[config.mk]
export PLATFORM = sky130hd
export DESIGN_NAME = rotate_monitor
export DESIGN_NICKNAME = d
export VERILOG_FILES = /design/src/rtl/rotate_monitor.sv
export SDC_FILE = /design/constraint.sdc
export NUM_CORES = 1
export LEC_CHECK = 0
export ABC_AREA = 1
export BUFFER_PORTS_ARGS = -buffer_cell sky130_fd_sc_hd__buf_2
export CAP_MARGIN = 20
export CORE_MARGIN = 3
export CORE_UTILIZATION = 38
export CTS_CLUSTER_DIAMETER = 80
export DETAILED_ROUTE_END_ITERATION = 16
export GPL_TIMING_DRIVEN = 0
export PLACE_DENSITY = 0.6
export SYNTH_ARGS = -nofsm -noshare
export SYNTH_HDL_FRONTEND = slang
export SYNTH_SLANG_ARGS = --single-unit
export TNS_END_PERCENT = 30
[constraint.sdc]
create_clock -name clk -period 2.2 [get_ports clk]
set_clock_uncertainty 0.15 [all_clocks]
set_input_delay 0.11 -clock clk [delete_from_list [all_inputs] [get_ports clk]]
set_output_delay 0.11 -clock clk [all_outputs]
set_load 0.02 [all_outputs]
[src/rtl/rotate_monitor.sv]
// Monitors a rotating one-hot pattern: locks on the first legal one-hot value, then checks
// rotation order and per-value hold time, flagging SEQ / TIMING / STALL errors until cleared.
module rotate_monitor #(
    parameter int PERIOD = 25000,
    parameter int CNT_W  = 16
) (
    input  logic       clk,
    input  logic       rst_n,
    input  logic [3:0] in,
    input  logic       clr,
    output logic [1:0] pos,
    output logic       valid,
    output logic       step,
    output logic       err,
    output logic [1:0] err_code,
    output logic [7:0] rot_count
);

    typedef enum logic [1:0] {IDLE, LOCKED, ERROR} state_t;

    localparam logic [1:0] E_SEQ   = 2'b01;
    localparam logic [1:0] E_TIME  = 2'b10;
    localparam logic [1:0] E_STALL = 2'b11;

    state_t           state;
    logic [3:0]       in_q;
    logic [3:0]       prev;
    logic [CNT_W-1:0] cnt;
    logic             first;

    logic             onehot;
    logic             legal;
    logic             at_period;
    logic [1:0]       idx;

    assign onehot    = (in_q != 4'b0000) && ((in_q & (in_q - 4'd1)) == 4'b0000);
    assign legal     = (in_q == {prev[2:0], prev[3]});
    assign at_period = (cnt == CNT_W'(PERIOD));

    always_comb begin
        idx = 2'd0;
        case (in_q)
            4'b0010: idx = 2'd1;
            4'b0100: idx = 2'd2;
            4'b1000: idx = 2'd3;
            default: idx = 2'd0;
        endcase
    end

    always_ff @(posedge clk or negedge rst_n) begin
        if (!rst_n) begin
            state     <= IDLE;
            in_q      <= 4'b0000;
            prev      <= 4'b0000;
            cnt       <= '0;
            first     <= 1'b0;
            pos       <= 2'd0;
            valid     <= 1'b0;
            step      <= 1'b0;
            err       <= 1'b0;
            err_code  <= 2'b00;
            rot_count <= 8'd0;
        end else begin
            in_q <= in;
            step <= 1'b0;
            case (state)
                IDLE: begin
                    if (onehot) begin
                        state     <= LOCKED;
                        prev      <= in_q;
                        pos       <= idx;
                        valid     <= 1'b1;
                        cnt       <= CNT_W'(1);
                        rot_count <= 8'd0;
                        first     <= 1'b1;
                    end
                end
                LOCKED: begin
                    if (in_q == prev) begin
                        // Holding past PERIOD is a stall; counter saturates at PERIOD
                        if (at_period) begin
                            state    <= ERROR;
                            valid    <= 1'b0;
                            err      <= 1'b1;
                            err_code <= E_STALL;
                        end else begin
                            cnt <= cnt + 1'b1;
                        end
                    end else if (!legal) begin
                        state    <= ERROR;
                        valid    <= 1'b0;
                        err      <= 1'b1;
                        err_code <= E_SEQ;
                    end else if (first || at_period) begin
                        // First interval after lock may be short: lock point is arbitrary
                        step      <= 1'b1;
                        pos       <= pos + 2'd1;
                        rot_count <= rot_count + 8'd1;
                        prev      <= in_q;
                        cnt       <= CNT_W'(1);
                        first     <= 1'b0;
                    end else begin
                        state    <= ERROR;
                        valid    <= 1'b0;
                        err      <= 1'b1;
                        err_code <= E_TIME;
                    end
                end
                ERROR: begin
                    if (clr) begin
                        state    <= IDLE;
                        err      <= 1'b0;
                        err_code <= 2'b00;
                        cnt      <= '0;
                    end
                end
                default: state <= IDLE;
            endcase
        end
    end

endmodule

==> results.md <==
* Grt ovf at 0
* RSZ-0062 raised after global routing: false
* Yosys Warn Count at 0
* PortBufs at 21
* Data arrival, critical path at 2.04 ns
* Layout net count at 472
* # IOs at 22
* Setup Viol. Count Final at 0
* Dpl ws at 0.152 ns
* Core area at 0.00737 sq mm
* First-pass GRT wire length at 11800 um
* CTS HTree Levels at 2
* Reg-to-reg endpoint: rot_count[3]
* Mapped cell area at 0.00293 sq mm
* CP startpoint: cnt[0]
* Drt drc at 0
* Initial antenna violation count at 0
* CTS Root Cell: clkbuf_8
* Worst-path maximum fanout at 10
* Buffers and inverters on the worst path at 2
* Reg2Reg Depth at 12
* Peak supply drop at 342 uV
* Fin crit share at 0.911
* Clk sinks at 42
* Worst path slowest cell: dfrtp_1
* Worst r2r src: cnt[0]
* Drt wl/cell at 12.4 um
* Largest net degree at the start of global routing at 43
* CP peak stage delay at 0.46 ns
* Antenna viol nets, final at 0
* Row Count at 31
* CP endpoint: rot_count[3]
* Pwr dens at 1120 mW/mm^2
* Number of global-route vias before repair at 2501
* Iter 0 DRT Violations at 123
* Worst slew margin at 0.585
* Routed vias at 2652
* Required @ worst endpoint at 2.24 ns
* N_diodes at 0
* Final WL at 6900 um
* Iteration count of the initial detailed-routing pass at 4
* Register-to-Register Setup Slack at 0.20 ns
* Final setup TNS at 0 ns
* Num CTS Buffers at 5
* P&R area growth vs syn at 15.0%
* Status: complete, no violations
* Post-Syn Instances at 424
* Fillers at 773
* Unique cell type count in the Yosys netlist at 33
* GP Congestion at 0.867
* CP Capture Type: flip-flop
* Most frequent CP cell: nand2_1
* Die span in x at 93.8 um
* Post-route setup slack at 0.196 ns
* CP delay by family, top: simple AND/OR/NAND/NOR gates
* Setup Crit Path Kind: flip-flop to flip-flop
* WHS at 0.0502 ns
* Worst-margin pin slew at 0.623 ns
* Share of layout cells above drive strength 1 at 0.163
* CTS tree: done
* Post-DP HPWL at 4920 um
* Max-Cap Viols at 0
* Final Hold Violating Endpoints at 0
* Mean Syn Cell Area at 6.91 sq um
* Register clock-pin slew on the reported worst setup and hold paths at 0.09 ns
* DIE AREA at 0.00880 sq mm
* CTS Buffer Depth at 2
* Post-CTS Repair Setup Buffers at 0
* CP Launch Type: flip-flop
* Register area share after synthesis at 0.359
* Die height at 93.8 um
* Clk_lat worst skew at 0.31 ns
* Total Power at 0.00377 W
* Vias per std cell at 4.75
* Crit-path cells: inv_1 -> ha_1 -> nand2_1 -> nor2_2 -> nand2_2 -> nand3_2 -> nand2_2 -> nor2_8 -> nand2_4 -> buf_6 -> nand2_1 -> nand2_1
* Starting Density at 0.398
* Fmax at 499 MHz
* #FFs+latches synth at 42
* All-Layer GR Usage at 0.167
* Hold Crit Class: primary input to asynchronous set/reset pin
* Crit path depth at 12
* Max-slew violations at 0
* Mapped Nets at 438
* Post-layout min period at 2.00 ns
* Leak at 1.73 nW
## per-stage QoR
step                instances   util  cell area [sq um]
floorplan                 424      -               2930
global placement          544  0.429               3160
detailed placement        544  0.429               3160
CTS                       557  0.454               3350
global route              558  0.457               3370
finish                    558  0.457               3370
## power breakdown
part           total, W  switching (W)  leakage (nW)  internal (W)
combinational   0.00197        0.00133          1.11      0.000634
clock          0.000746       0.000291        0.0683      0.000455
sequential      0.00106       0.000141         0.553      0.000919
total           0.00377        0.00176          1.73       0.00201
## layer usage
metal / share of wire / track usage
met2: 0.46 / 0.268
met5: 0 / 0
met1: 0.50 / 0.228
met4: 0.012 / 0.0505
met3: 0.030 / 0.0313
## cells in the mapped netlist
master / n / area, sq um
nor3b_1: 2 / 15.0
nor4_1: 1 / 6.26
nor2_2: 6 / 37.5
xor2_1: 6 / 52.6
nand2_4: 2 / 22.5
xnor2_1: 7 / 61.3
nor2_4: 4 / 45.0
clkbuf_1: 3 / 11.3
nor3_1: 6 / 30.0
inv_1: 33 / 124
nand3b_1: 1 / 7.51
nand2_1: 165 / 619
a22oi_1: 1 / 7.51
nor2_1: 42 / 158
dfrtp_1: 42 / 1050
nor2_8: 1 / 20.0
mux2i_1: 1 / 10.0
nand3_2: 3 / 30.0
nand4_1: 17 / 106
inv_2: 9 / 33.8
nand3_4: 2 / 35.0
clkinv_1: 1 / 3.75
ha_1: 7 / 87.6
o21bai_1: 1 / 7.51
nand2_2: 8 / 50.1
nand3_1: 35 / 175
o21ai_2: 1 / 8.76
buf_1: 1 / 3.75
buf_6: 2 / 22.5
a21oi_1: 4 / 20.0
o21ai_0: 3 / 15.0
buf_4: 6 / 45.0
o21a_1: 1 / 7.51
## area by class of cell
class,count,area (sq um),area share
tap,99,124,0.0368
timing repair buffer,27,175,0.0520
clock inverter,3,68.8,0.0204
buffer,12,82.6,0.0245
multi-input combinational,327,1640,0.486
clock buffer,5,68.8,0.0204
sequential,42,1050,0.312
inverter,43,161,0.0479
## worst register-to-register path, cell delays in order (launching register included)
cell	delay, ns
dfrtp_1	0.46
inv_1	0.14
ha_1	0.17
nand2_1	0.06
nor2_2	0.11
nand2_2	0.11
nand3_2	0.09
nand2_2	0.08
nor2_8	0.16
nand2_4	0.10
buf_6	0.16
nand2_1	0.06
nand2_1	0.05
## logic make-up after synthesis
kind of cell,synth area share
AND/OR/NAND/NOR,0.463
buffers and inverters,0.0833
flip-flops,0.359
XOR/XNOR,0.0389
AO/OA/AOI/OAI,0.0226
adder cells (fa/ha/maj),0.0299
multiplexers,0.00342
## how the worst min path moves through the flow
stage	to	startpoint	slack (ns)	cells after the start
after floorplan	cnt[0]	rst_n	-0.34	0
after global placement	in_q[2]	in[2]	0.07	1
after detailed placement	in_q[3]	in[3]	0.07	1
after CTS	state[1]	clr	0.09	5
after global routing	in_q[1]	rst_n	0.07	2
final	in_q[1]	rst_n	0.05	2
## what timing repair did
item / 4_1_cts / 5_1_grt
hold buffers: 5 / 0
endpoints found under the setup margin: 0 / 8
gates resized for setup: 0 / 1
hold endpoints to repair: 46 / 0
## state kept, by name, indices dropped and copies added (netlist names)
register   flops
state          2
prev           4
cnt           16
pos            2
first          1
in_q           4
err            1
step           1
rot_count      8
valid          1
err_code       2
## placed cells by master, fill, tap and decap left out, drive strengths merged, types with 2 or more instances in the layout
master       synthesis  layout
nor3                 6       6
nand2              175     175
inv                 42      42
ha                   7       7
dlygate4sd3          0       5
clkbuf               3       8
bufinv               0       2
clkinv               1       2
xor2                 6       6
dfrtp               42      42
nand3               40      40
nor2                53      53
nor3b                2       2
buf                  9      31
o21ai                4       4
xnor2                7       7
a21oi                4       4
nand4               17      17
Note: power is estimated with default switching activity, not from simulation.
